File: src/rtl/rr_mem_arbiter.sv
// rr_mem_arbiter
//   Arbitrates NUM_CH cache channels onto a single cacheline-adaptor port.
//   One transaction at a time: IDLE picks a winner and latches its request,
//   BUSY drives the adaptor until mem_resp, and DONE spends one cycle letting
//   the winner drop its request before the next arbitration.
//
//   Configuration macro: ARB_FIXED_PRIO_EN
//     undefined (default) : round-robin; the search starts one past the last
//                           granted channel
//     defined             : fixed priority, lowest index wins
//
// Ports
//   clk, reset_n   clock, asynchronous active-low reset
//   ch_read        [NUM_CH]          per-channel read request (held until ch_resp)
//   ch_write       [NUM_CH]          per-channel write request (held until ch_resp)
//   ch_address     [NUM_CH*ADDR_W]   channel i at [i*ADDR_W +: ADDR_W]
//   ch_wdata       [NUM_CH*LINE_W]   channel i at [i*LINE_W +: LINE_W]
//   ch_resp        [NUM_CH]          one-hot completion to the granted channel
//   ch_rdata       [LINE_W]          read line, pass-through of mem_rdata
//   mem_read/mem_write               adaptor request (exactly one while BUSY)
//   mem_address, mem_wdata           latched request fields
//   mem_resp, mem_rdata              adaptor completion
//   grant_id       [clog2(NUM_CH)]   current / last granted channel
//   busy                             high in BUSY and DONE
module rr_mem_arbiter #(
  parameter int NUM_CH = 2,
  parameter int ADDR_W = 32,
  parameter int LINE_W = 256
) (
  input  logic                       clk,
  input  logic                       reset_n,
  input  logic [NUM_CH-1:0]          ch_read,
  input  logic [NUM_CH-1:0]          ch_write,
  input  logic [NUM_CH*ADDR_W-1:0]   ch_address,
  input  logic [NUM_CH*LINE_W-1:0]   ch_wdata,
  output logic [NUM_CH-1:0]          ch_resp,
  output logic [LINE_W-1:0]          ch_rdata,
  output logic                       mem_read,
  output logic                       mem_write,
  output logic [ADDR_W-1:0]          mem_address,
  output logic [LINE_W-1:0]          mem_wdata,
  input  logic                       mem_resp,
  input  logic [LINE_W-1:0]          mem_rdata,
  output logic [$clog2(NUM_CH)-1:0]  grant_id,
  output logic                       busy
);

  localparam int IDX_W = $clog2(NUM_CH);
  localparam int CH_W  = IDX_W + 1;

  typedef enum logic [1:0] {
    ST_IDLE = 2'd0,
    ST_BUSY = 2'd1,
    ST_DONE = 2'd2
  } state_t;

  state_t              state_r;
  state_t              state_s;
  logic [NUM_CH-1:0]   req_s;
  logic [IDX_W-1:0]    win_s;
  logic                win_valid_s;
  logic [IDX_W-1:0]    grant_r;
  logic [ADDR_W-1:0]   addr_r;
  logic [LINE_W-1:0]   wdata_r;
  logic                op_write_r;
  logic                resp_s;

  assign req_s  = ch_read | ch_write;
  assign resp_s = (state_r == ST_BUSY) && mem_resp;

`ifdef ARB_FIXED_PRIO_EN

  // Winner select: fixed priority, scanning high to low so the lowest index overwrites last.
  always_comb begin
    win_s       = '0;
    win_valid_s = 1'b0;
    for (int i = NUM_CH - 1; i >= 0; i--) begin
      win_s       = req_s[i] ? IDX_W'(i) : win_s;
      win_valid_s = win_valid_s | req_s[i];
    end
  end

`else

  logic [IDX_W-1:0] ptr_r;
  logic [CH_W-1:0]  sum_s;
  logic [IDX_W-1:0] cand_s;
  logic             take_s;

  // Winner select: round-robin, candidates ptr+1 .. ptr+NUM_CH taken modulo NUM_CH.
  always_comb begin
    win_s       = '0;
    win_valid_s = 1'b0;
    sum_s       = '0;
    cand_s      = '0;
    take_s      = 1'b0;
    for (int i = 1; i <= NUM_CH; i++) begin
      sum_s       = {1'b0, ptr_r} + CH_W'(i);
      // NUM_CH need not be a power of two, so wrap explicitly.
      sum_s       = (sum_s >= CH_W'(NUM_CH)) ? (sum_s - CH_W'(NUM_CH)) : sum_s;
      cand_s      = sum_s[IDX_W-1:0];
      take_s      = !win_valid_s && req_s[cand_s];
      win_s       = take_s ? cand_s : win_s;
      win_valid_s = win_valid_s | take_s;
    end
  end

  // Round-robin pointer: remembers the channel that last completed.
  always_ff @(posedge clk or negedge reset_n) begin
    if (!reset_n) begin
      ptr_r <= IDX_W'(NUM_CH - 1);
    end else if (resp_s) begin
      ptr_r <= grant_r;
    end
  end

`endif

  // Next-state logic for the IDLE -> BUSY -> DONE transaction sequence.
  always_comb begin
    state_s = state_r;
    case (state_r)
      ST_IDLE: begin
        if (win_valid_s) begin
          state_s = ST_BUSY;
        end else begin
          state_s = ST_IDLE;
        end
      end
      ST_BUSY: begin
        if (mem_resp) begin
          state_s = ST_DONE;
        end else begin
          state_s = ST_BUSY;
        end
      end
      ST_DONE: state_s = ST_IDLE;
      default: state_s = ST_IDLE;
    endcase
  end

  // State register and transaction latch; the latch only loads on a grant in IDLE,
  // so requester activity during BUSY/DONE cannot disturb the transaction in flight.
  always_ff @(posedge clk or negedge reset_n) begin
    if (!reset_n) begin
      state_r    <= ST_IDLE;
      grant_r    <= '0;
      addr_r     <= '0;
      wdata_r    <= '0;
      op_write_r <= 1'b0;
    end else begin
      state_r <= state_s;
      if ((state_r == ST_IDLE) && win_valid_s) begin
        grant_r    <= win_s;
        addr_r     <= ch_address[win_s*ADDR_W +: ADDR_W];
        wdata_r    <= ch_wdata[win_s*LINE_W +: LINE_W];
        // A channel raising both read and write is serviced as a write.
        op_write_r <= ch_write[win_s];
      end
    end
  end

  // Completion pulse: combinational so the channel sees it in the mem_resp cycle.
  always_comb begin
    ch_resp = '0;
    if (resp_s) begin
      ch_resp = NUM_CH'(1) << grant_r;
    end else begin
      ch_resp = '0;
    end
  end

  // The adaptor request drops in the mem_resp cycle itself.
  assign mem_read    = (state_r == ST_BUSY) && !op_write_r && !mem_resp;
  assign mem_write   = (state_r == ST_BUSY) &&  op_write_r && !mem_resp;
  assign mem_address = addr_r;
  assign mem_wdata   = wdata_r;
  assign ch_rdata    = mem_rdata;
  assign grant_id    = grant_r;
  assign busy        = (state_r != ST_IDLE);

endmodule

File: config.mk
export PLATFORM = sky130hd
export DESIGN_NAME = rr_mem_arbiter
export DESIGN_NICKNAME = d
export VERILOG_FILES = /design/src/rtl/rr_mem_arbiter.sv
export SDC_FILE = /design/constraint.sdc
export NUM_CORES = 1
export LEC_CHECK = 0
export ABC_CLOCK_PERIOD_IN_PS = 1600
export BUFFER_PORTS_ARGS = -buffer_cell sky130_fd_sc_hd__buf_4
export CAP_MARGIN = 20
export CORE_AREA = 2 2 540 542
export CTS_CLUSTER_SIZE = 12
export DETAILED_ROUTE_END_ITERATION = 7
export DIE_AREA = 0 0 542 544
export MAX_ROUTING_LAYER = met4
export PLACE_DENSITY = 0.31
export SETUP_SLACK_MARGIN = 0.02
export SLEW_MARGIN = 20
export SYNTH_ARGS = -nofsm -noshare
export SYNTH_HDL_FRONTEND = slang
export SYNTH_SLANG_ARGS = --single-unit
File: constraint.sdc
create_clock -name clk -period 1.6 [get_ports clk]
set_clock_uncertainty 0.05 [all_clocks]
set_input_delay 0.16 -clock clk [delete_from_list [all_inputs] [get_ports clk]]
set_output_delay 0.16 -clock clk [all_outputs]
set_load 0.01 [all_outputs]
==> results_dict.tcl, run 1 <==
set metrics [dict create \
    stdcell_count 7151 \
    holdWs_ns 0.145 \
    grt_pass1_vias 23000 \
    antenna_found_initial 19 \
    grt_pass1_wl_um 234000 \
    status "finished with violations" \
    crit_type "reg -> out" \
    final_cell_mix "buf_4 (980), dlygate4sd3_1 (582), dfrtp_1 (292)" \
    via_per_inst 3.13 \
    cts_tree "done" \
    netlist_area_um2 16600 \
    overflow 0 \
    final_nets 4149 \
    drtIter0Drc 1253 \
    violations "setup timing" \
    cp_max_fo 3 \
    path_clk_slew_ns 0.06 \
    yosysTopAreaCell "dfrtp_1" \
    synth_seq_cells 293 \
    cts_root_buffer "clkbuf_16" \
    insertion_delay_ns 0.67 \
    cp-start-kind "register" \
    fin_ws_ns -0.413 \
    die_area_um2 295000 \
    synth_top_area_share_pct 44.1 \
    postSynthAreaPerCell_um2 8.51 \
    core_area_um2 289000 \
    postRouteAntennaNets 0 \
    critPathCaptureType "output pin" \
    synth_cells 1950 \
    placed_area_um2 26900 \
    vdd_drop_max_mv 0.705 \
    powerDensity_nw_per_um2 1790 \
    hold_path_class "in -> reg" \
    period_share_pct 126 \
    syn_nets 2789 \
    num_rows 198 \
    vias 22400 \
    drv_slew 0 \
    clock_path_buffers 3 \
    final_util_pct 13.6 \
    gr-usage-all-layers_pct 12.3 \
    finalHoldViolCount 0 \
    gp_congestion 0.811 \
    tns_ns -44.79 \
    portBuffers 876 \
    drive_gt1_share_pct 45.2 \
    die_h_um 544 \
    max_slew_margin_pct 62.4 \
    critPathArrivalTime_ns 1.80 \
    drc 0 \
    leakagePower_nw 15.5 \
    initial_core_util_pct 5.73 \
    maxCapViolations 0 \
    postLayoutCellArea_um2 39300 \
    wl_per_cell_um 27.0 \
    die_w_um 542 \
    wirelength_um 193000 \
    dp_hpwl_um 143000 \
    fin_crit_ns 2.01 \
    cts_buffers 43 \
    grt_start_max_net_pins 62 \
    final_common_cell "buf_4" \
    max_freq_ghz 0.497 \
    worst-slew-pin-transition_ns 0.564 \
    area_delta_synth_final_pct 137 \
    clock-sinks 293 \
    htree_levels 2 \
    ys_seq_area_share_pct 44.2 \
    post-place-cells 6327 \
    ys_warn_count 0 \
    ys_types 28 \
    first_pass_iters 7 \
    setup_viol 300 \
    nFillCells 33000 \
    io_pins 1389 \
    synthTopCellsByArea "dfrtp_1 (44%), buf_4 (12%), a31oi_1 (11%), a21oi_1 (8.7%), nand3_1 (8.7%)" \
    rsz0062_at_grt "true" \
    required_ns 1.39 \
]
-- synth_stat cells --
master,n
buf_6,23
nor3_1,1
nand3b_1,1
a21o_1,2
clkbuf_2,1
buf_4,256
o21a_1,1
inv_1,4
nor2_2,2
dfstp_2,1
or4_1,1
or2_2,1
buf_2,38
dfrtp_1,292
clkbuf_1,147
nor4_1,1
o21ai_1,2
buf_1,12
nand2_1,2
nand3_1,288
or3b_2,1
nand2b_1,1
o21ai_0,288
a31oi_1,288
a21oi_1,289
and3b_1,1
o31ai_1,1
nor2_1,5
-- repair_timing --
item / 4_1_cts / 5_1_grt
gates resized for setup: 402 / 233
hold buffers: 583 / 0
setup endpoints to repair: 368 / 347
gates cloned: 45 / 30
pin swaps: 194 / 94
buffers inserted: 62 / 44
hold endpoints to repair: 584 / 0
-- final timing paths --
check | to | slack (ns) | depth (start not counted) | from
min in group asynchronous | mem_wdata[245] | 0.31 | 3 | reset_n
min | mem_wdata[101] | 0.15 | 6 | ch_read[1]
max | mem_read | -0.41 | 4 | state_r[0]
min reg2reg | grant_id | 0.48 | 1 | grant_id
max in group asynchronous | mem_wdata[55] | 0.81 | 3 | reset_n
max reg2reg | mem_wdata[190] | -0.26 | 10 | state_r[0]
-- power by group --
part           switching (mW)  total [mW]  internal (mW)
logic                    24.3        44.6           20.3
registers                3.47        14.8           11.3
clock network            4.41        10.8           6.43
-- layer usage --
layer	global-route usage (%)	vias to the layer above	part of all wire, %
met5	-	-	0
met4	4.72	0	4.5
met3	7.47	363	14
met2	19.9	1304	47
met1	12.0	11000	35
li1	-	9743	-
-- per-stage QoR --
step	total power, mW	setup slack [ns]
floorplan	24.9	0.00560
finish	70.2	-0.413
global route	74.4	-0.548
global placement	45.7	-0.387
detailed placement	45.8	-0.399
CTS	67.2	-0.544
-- cell type report --
cell class                      count  area, um2  area share (%)
Sequential cell                   293       7330            18.7
Antenna cell                        9       22.5          0.0574
Multi-Input combinational cell   1176       7750            19.7
Clock inverter                     18        288           0.733
Clock buffer                       59       1250            3.17
Tap cell                         3800       4750            12.1
Timing Repair Buffer             1792      17800            45.5
Inverter                            4       15.0          0.0382
-- critical path, cell delays in order (launching register included) --
cell,delay (ns)
dfrtp_1,0.34
buf_4,0.11
or3b_4,0.42
nor2_4,0.11
buf_8,0.14
-- flip-flops by register name (all words and copies together), names as in the netlist --
name and flops:
state_r 2, op_write_r 1, ptr_r 1, mem_address 32, grant_id 1, mem_wdata 256
-- cell families (layout without fill, tap and decap cells) --
family / Yosys count / count (layout) / share of synthesized area [%]
AO/OA/AOI/OAI: 871 / 871 / 28.5
buffers and inverters: 481 / 1873 / 18.0
AND/OR/NAND/NOR: 305 / 305 / 9.26
flip-flops: 293 / 293 / 44.2
other: 0 / 9 / 0
Note: power is estimated with default switching activity, not from simulation.
==> run 2: changes to the inputs <==
--- a/config.mk
+++ b/config.mk
@@ -14,7 +14,7 @@
 export DIE_AREA = 0 0 542 544
 export MAX_ROUTING_LAYER = met4
 export PLACE_DENSITY = 0.31
-export SETUP_SLACK_MARGIN = 0.02
+export SETUP_SLACK_MARGIN = 0.2
 export SLEW_MARGIN = 20
 export SYNTH_ARGS = -nofsm -noshare
 export SYNTH_HDL_FRONTEND = slang
==> results_dict.tcl, run 2 (synthesis gave the netlist of run 1 again) <==
set metrics [dict create \
    die_w_um 542 \
    cts_buffers 46 \
    fin_crit_ns 2.02 \
    max_slew_margin_pct 21.0 \
    r2r_end "mem_wdata[40]" \
    hold_path_class "in -> reg" \
    drc 0 \
    area_delta_synth_final_pct 150 \
    antenna_found_initial 47 \
    critPathCaptureType "output pin" \
    grt_pass1_vias 23200 \
    status "finished with violations" \
    leakagePower_nw 16.2 \
    violations "hold timing, setup timing" \
    portBuffers 876 \
    insertion_delay_ns 0.67 \
    worstSetupStartpoint "state_r[0]" \
    rsz0062_at_grt "true" \
    core_area_um2 289000 \
    vdd_drop_max_mv 0.881 \
    via_per_inst 3.12 \
    final_common_cell "buf_4" \
    clock-sinks 293 \
    required_ns 1.39 \
    cts_root_buffer "clkbuf_16" \
    die_area_um2 295000 \
    htree_levels 2 \
    grt_start_max_net_pins 99 \
    period_share_pct 126 \
    wl_per_cell_um 29.4 \
    holdWs_ns -0.230 \
    cts_tree "done" \
    clock_path_buffers 3 \
    crit_type "reg -> out" \
    cp-start-kind "register" \
    maxCapViolations 0 \
    post-place-cells 6346 \
    io_pins 1389 \
    tns_ns -80.57 \
    gp_congestion 0.863 \
    rr_startpoint "state_r[1]" \
    drv_slew 0 \
    vias 22700 \
    fin_ws_ns -0.415 \
    dp_slack_ns -0.243 \
    powerDensity_nw_per_um2 1910 \
    postLayoutCellArea_um2 41500 \
    overflow 0 \
    gr-usage-all-layers_pct 14.1 \
    reg2reg_slack_ns -0.40 \
    path_clk_slew_ns 0.06 \
    r2r_cells 12 \
    setup_viol 296 \
    initial_core_util_pct 5.73 \
    postRouteAntennaNets 0 \
    cp_max_fo 3 \
    grt_pass1_wl_um 260000 \
    worst-slew-pin-transition_ns 1.18 \
    num_rows 198 \
    die_h_um 544 \
    finalHoldViolCount 1 \
    hold_buffers 583 \
    critPathArrivalTime_ns 1.81 \
    max_freq_ghz 0.496 \
    stdcell_count 7295 \
    largest_reg_flops 256 \
    drive_gt1_share_pct 48.7 \
    endpoint "mem_read" \
    wirelength_um 215000 \
    dp_hpwl_um 170000 \
    drtIter0Drc 1421 \
    placed_area_um2 27200 \
    final_nets 4274 \
    final_cell_mix "buf_4 (903), dlygate4sd3_1 (583), o21ai_0 (285)" \
    first_pass_iters 5 \
]
-- run 2: power breakdown --
group          leakage [nW]  switching [mW]  internal [mW]
clock                 0.795            4.68           6.57
combinational          12.2            26.7           25.7
sequential             3.24            4.03           11.4
total                  16.2            35.4           43.7
-- run 2: timing repair --
action / 4_1_cts / 5_1_grt
pin swaps: 7 / 12
endpoints found under the hold margin: 584 / 2
buffers inserted: 79 / 117
setup endpoints to repair: 584 / 585
resized for setup: 203 / 546
cloned: 47 / 15
-- run 2: cell type report --
| cell class | instances | area, um2 |
|---|---|---|
| fillers | 32800 | 248000 |
| repair buffers | 1914 | 19600 |
| multi-input cells | 1176 | 8080 |
| flip-flops and latches | 293 | 7400 |
| well taps | 3800 | 4750 |
| clock buffers | 65 | 1350 |
| clock inverters | 19 | 263 |
| diodes | 24 | 60.1 |
| inverters | 4 | 15.0 |
-- run 2: worst min-delay path by stage --
stage	cells past startpoint	slack, ns	startpoint	endpoint
2_1_floorplan	0	-0.19	reset_n	grant_id
3_3_place_gp	1	0.16	reset_n	mem_wdata[180]
3_5_place_dp	1	0.15	reset_n	mem_wdata[180]
4_1_cts	3	-0.31	mem_resp	state_r[0]
5_1_grt	3	-0.26	mem_resp	state_r[0]
6_report	3	-0.23	mem_resp	state_r[0]
-- run 2: per-stage QoR --
stage,util [%],total power [mW]
floorplan,-,25.3
global placement,9.40,47.6
detailed placement,9.40,47.6
CTS,13.0,71.2
global route,14.3,83.7
finish,14.3,79.1
-- run 2: routing by layer --
| layer | GRT usage, % | share of wire (%) | up-vias |
|---|---|---|---|
| li1 | - | - | 9973 |
| met5 | - | 0 | - |
| met4 | 4.92 | 4.8 | 0 |
| met3 | 10.7 | 18 | 373 |
| met1 | 11.6 | 29 | 11100 |
| met2 | 24.0 | 48 | 1313 |
-- run 2: worst max-delay path, cell delays in order, from the launching register on --
cell and delay, ns:
dfrtp_1 0.35, buf_4 0.11, or3b_4 0.39, nor2_2 0.11
buf_6 0.17
==> run 3: changes to the inputs <==
--- a/config.mk
+++ b/config.mk
@@ -5,13 +5,13 @@
 export SDC_FILE = /design/constraint.sdc
 export NUM_CORES = 1
 export LEC_CHECK = 0
-export ABC_CLOCK_PERIOD_IN_PS = 1600
+export ABC_CLOCK_PERIOD_IN_PS = 2000
 export BUFFER_PORTS_ARGS = -buffer_cell sky130_fd_sc_hd__buf_4
 export CAP_MARGIN = 20
-export CORE_AREA = 2 2 540 542
+export CORE_AREA = 2 2 535 537
 export CTS_CLUSTER_SIZE = 12
 export DETAILED_ROUTE_END_ITERATION = 7
-export DIE_AREA = 0 0 542 544
+export DIE_AREA = 0 0 537 539
 export MAX_ROUTING_LAYER = met4
 export PLACE_DENSITY = 0.31
 export SETUP_SLACK_MARGIN = 0.2
==> constraint.sdc (replaced) <==
create_clock -name clk -period 2 [get_ports clk]
set_clock_uncertainty 0.05 [all_clocks]
set_input_delay 0.2 -clock clk [delete_from_list [all_inputs] [get_ports clk]]
set_output_delay 0.2 -clock clk [all_outputs]
set_load 0.01 [all_outputs]
==> results_dict.tcl, run 3 <==
set metrics [dict create \
    status "aborted with a tool error" \
    stop_stage "detailed routing" \
    error "[ERROR DRT-0255] Maze Route cannot find path of net mem_rdata[29] in worker of routeBox ( 483000 386400 ) ( 537000 434700 )." \
    gr-usage-all-layers_pct 12.8 \
    ys_seq_area_share_pct 44.2 \
    synthTopCellsByArea "dfrtp_1 (44%), buf_4 (12%), a31oi_1 (11%), a21oi_1 (8.7%), nand3_1 (8.7%)" \
    initial_core_util_pct 5.84 \
    postSynthAreaPerCell_um2 8.51 \
    ys_types 28 \
    antenna_found_initial 20 \
    htree_levels 2 \
    grt_pass1_vias 22300 \
    die_w_um 537 \
    grt_start_max_net_pins 62 \
    crit_endpoint "mem_write" \
    worstEndpointType "top-level output" \
    synth_top_area_share_pct 44.1 \
    clock-sinks 293 \
    overflow 0 \
    synthTopCellsByCount "dfrtp_1 (292), a21oi_1 (289), a31oi_1 (288), nand3_1 (288), o21ai_0 (288)" \
    async_flop_share_pct 100 \
    syn_nets 2789 \
    yosys_most_used_dff "dfrtp_1" \
    grt_pass1_wl_um 236000 \
    yosysTopAreaCell "dfrtp_1" \
    synth_edf_count 0 \
    synth_cells 1950 \
    dp_hpwl_um 151000 \
    gp_congestion 0.848 \
    die_h_um 539 \
    synth_seq_cells 293 \
    io_pins 1389 \
    yosys.cell_count.top_type "dfrtp_1" \
    ys_warn_count 0 \
    num_rows 196 \
    netlist_area_um2 16600 \
    cts_root_buffer "clkbuf_16" \
    cts_buffers 45 \
    clock_path_buffers 3 \
    portBuffers 876 \
]
## run 3: kinds of logic after synthesis
kind of cell	Yosys count	share of synthesized area (%)
AOI/OAI and AO/OA	871	28.5
buffers and inverters	481	18.0
DFF	293	44.2
and+or+nand+nor	305	9.26
## run 3: repair_timing
action	4_1_cts	5_1_grt
endpoints found under the setup margin	251	239
pin swaps	19	1
setup buffers	32	12
gates cloned	22	31
hold buffers	586	0
hold endpoints to repair	553	0
resized for setup	103	91
## run 3: through the flow
step                area [um2]  instances  util [%]  hold WS [ns]  setup WS [ns]
global route             36500       7002      12.9         0.115         -0.159
CTS                      35400       6957      12.5        0.0568         -0.151
detailed placement       26500       6237      9.34        0.0416        0.00373
global placement         26500       6237      9.34        0.0405        -0.0227
floorplan                16600       1950         -        -0.146          0.315
## run 3: per-layer routing
layer	GRT usage [%]
met1	11.6
met2	21.5
met3	8.82
met4	3.62
met5	-
==> run 4: changes to the inputs <==
--- a/config.mk
+++ b/config.mk
@@ -9,12 +9,9 @@
 export BUFFER_PORTS_ARGS = -buffer_cell sky130_fd_sc_hd__buf_4
 export CAP_MARGIN = 20
 export CORE_AREA = 2 2 535 537
-export CTS_CLUSTER_SIZE = 12
 export DETAILED_ROUTE_END_ITERATION = 7
 export DIE_AREA = 0 0 537 539
-export MAX_ROUTING_LAYER = met4
-export PLACE_DENSITY = 0.31
-export SETUP_SLACK_MARGIN = 0.2
+export PLACE_DENSITY_LB_ADDON = 0.15
 export SLEW_MARGIN = 20
 export SYNTH_ARGS = -nofsm -noshare
 export SYNTH_HDL_FRONTEND = slang
==> results_dict.tcl, run 4 (synthesis gave the netlist of run 1 again) <==
set metrics [dict create \
    drtIter0Drc 1096 \
    first_pass_iters 7 \
    gp_congestion 0.793 \
    insertion_delay_ns 0.66 \
    max_freq_ghz 0.494 \
    vias 21000 \
    via_per_inst 3.00 \
    wirelength_um 177000 \
    vdd_drop_max_mv 0.674 \
    nFillCells 32900 \
    required_ns 1.75 \
    critPathArrivalTime_ns 1.77 \
    final_nets 4033 \
    grt_pass1_vias 22600 \
    grt_pass1_wl_um 225000 \
    worstPathCellList "or3b_4, nor2_4, buf_6" \
    crit_type "reg -> out" \
    io_pins 1389 \
    fin_ws_ns -0.0248 \
    cts_buffers 46 \
    die_w_um 537 \
    ff_latch_area_um2 7330 \
    rsz0062_at_grt "true" \
    finalHoldViolCount 0 \
    die_area_um2 289000 \
    largest_reg_flops 256 \
    fin_crit_ns 2.02 \
    p_comb_share_pct 55.1 \
    cts_tree "done" \
    swShare_pct 46.5 \
    htree_levels 2 \
    initial_core_util_pct 5.84 \
    drv_slew 0 \
    hold_path_class "in -> reg" \
    antenna_found_initial 12 \
    grt_start_max_net_pins 76 \
    cpMaxStageDelayCell "or3b_4" \
    pwr-share-clk_pct 19.3 \
    multi_input_area_um2 6360 \
    drive_gt1_share_pct 36.6 \
    internal-power_mw 24.5 \
    dp_hpwl_um 145000 \
    dp_slack_ns -0.201 \
    core_area_um2 284000 \
    placed_area_um2 27000 \
    post-place-cells 6313 \
    leakagePower_nw 13.8 \
    wl_per_cell_um 25.3 \
    overflow 0 \
    portBuffers 876 \
    num_rows 196 \
    path_clk_slew_ns 0.06 \
    whs_path_depth 3 \
    pwr-share-seq_pct 25.6 \
    cp_max_fo 3 \
    cts_root_buffer "clkbuf_16" \
    stdcell_count 6992 \
    crit_buf_inv 1 \
    critPathCaptureType "output pin" \
    setup_viol 2 \
    power_switching_mw 21.3 \
    violations "setup timing" \
    maxCapViolations 0 \
    clock_path_buffers 3 \
    cp_top_family "simple AND/OR/NAND/NOR gates" \
    r2r_cells 8 \
    postRouteAntennaNets 0 \
    worst-slew-pin-transition_ns 0.814 \
    max_slew_margin_pct 45.7 \
    gr-usage-all-layers_pct 11.6 \
    status "finished with violations" \
    worst-path-stages 3 \
    die_h_um 539 \
    postLayoutCellArea_um2 34700 \
    period_share_pct 101 \
    final_cell_mix "buf_4 (1032), dlygate4sd3_1 (582), dfrtp_1 (292)" \
    area_delta_synth_final_pct 109 \
    clock-sinks 293 \
    final_common_cell "buf_4" \
    drc 0 \
    cp-start-kind "register" \
    powerDensity_nw_per_um2 1320 \
    critical-path-max-stage-delay_ns 0.43 \
]
[run 4: worst reg2reg max path, cell delays in order (launching register included)]
cell        delay, ns
dfrtp_1          0.38
buf_6            0.12
nor2_4           0.12
clkinvlp_4       0.20
nor2_4           0.20
buf_8            0.15
buf_16           0.19
clkbuf_16        0.29
a31oi_1          0.10
[run 4: stage by stage]
step	utilization, %	TNS [ns]	hold WS, ns	power (mW)
3_3_place_gp	9.50	-41.84	0.243	36.4
4_1_cts	12.1	-0.269	0.0152	46.9
5_1_grt	12.2	-4.62	0.0506	49.3
6_report	12.2	-0.0442	0.0704	45.8
2_1_floorplan	-	0	-0.146	19.9
3_5_place_dp	9.50	-30.05	0.233	36.3
[run 4: repair_timing]
action	in CTS	in global routing
gates cloned	1	5
gates resized for setup	10	25
endpoints found under the setup margin	27	12
endpoints found under the hold margin	417	0
pin swaps	2	10
hold buffers	582	0
buffers inserted	4	3
[run 4: cell type report]
type                       count  area share, %
tap                         3762           13.5
sequential                   293           21.1
inverter                       4         0.0540
clock buffer                  70           4.00
antenna                        2         0.0144
multi-input combinational   1176           18.3
timing repair buffer        1673           42.4
clock inverter                12          0.533
[run 4: power groups by stage]
stage,clock [mW],combinational (mW),sequential (mW)
global placement,0,24.5,12.0
finish,8.83,25.3,11.7
global route,9.39,27.8,12.1
detailed placement,0,24.4,12.0
floorplan,0,7.84,12.0
CTS,9.26,25.7,11.9
[run 4: worst paths after layout]
kind / from / end / slack [ns]
hold / removal: ch_wdata[74] / mem_wdata[74] / 0.07
min in group asynchronous: reset_n / mem_wdata[229] / 0.11
setup / recovery: state_r[1] / mem_read / -0.02
setup reg to reg: state_r[0] / mem_wdata[44] / 0.03
hold reg to reg: mem_wdata[160] / mem_wdata[160] / 0.50
max in group asynchronous: reset_n / mem_wdata[45] / 0.96
[run 4: per-layer routing]
metal  part of all wire [%]  global-route usage [%]  wire length (um)  vias to the layer above
li1                       -                       -                 -                     9439
met1                     36                    12.0             64000                    10200
met2                     48                    20.0             85700                     1099
met3                     12                    5.94             21500                      261
met4                    3.3                    3.68              5830                        0
met5                      0                   0.466                 0                        -
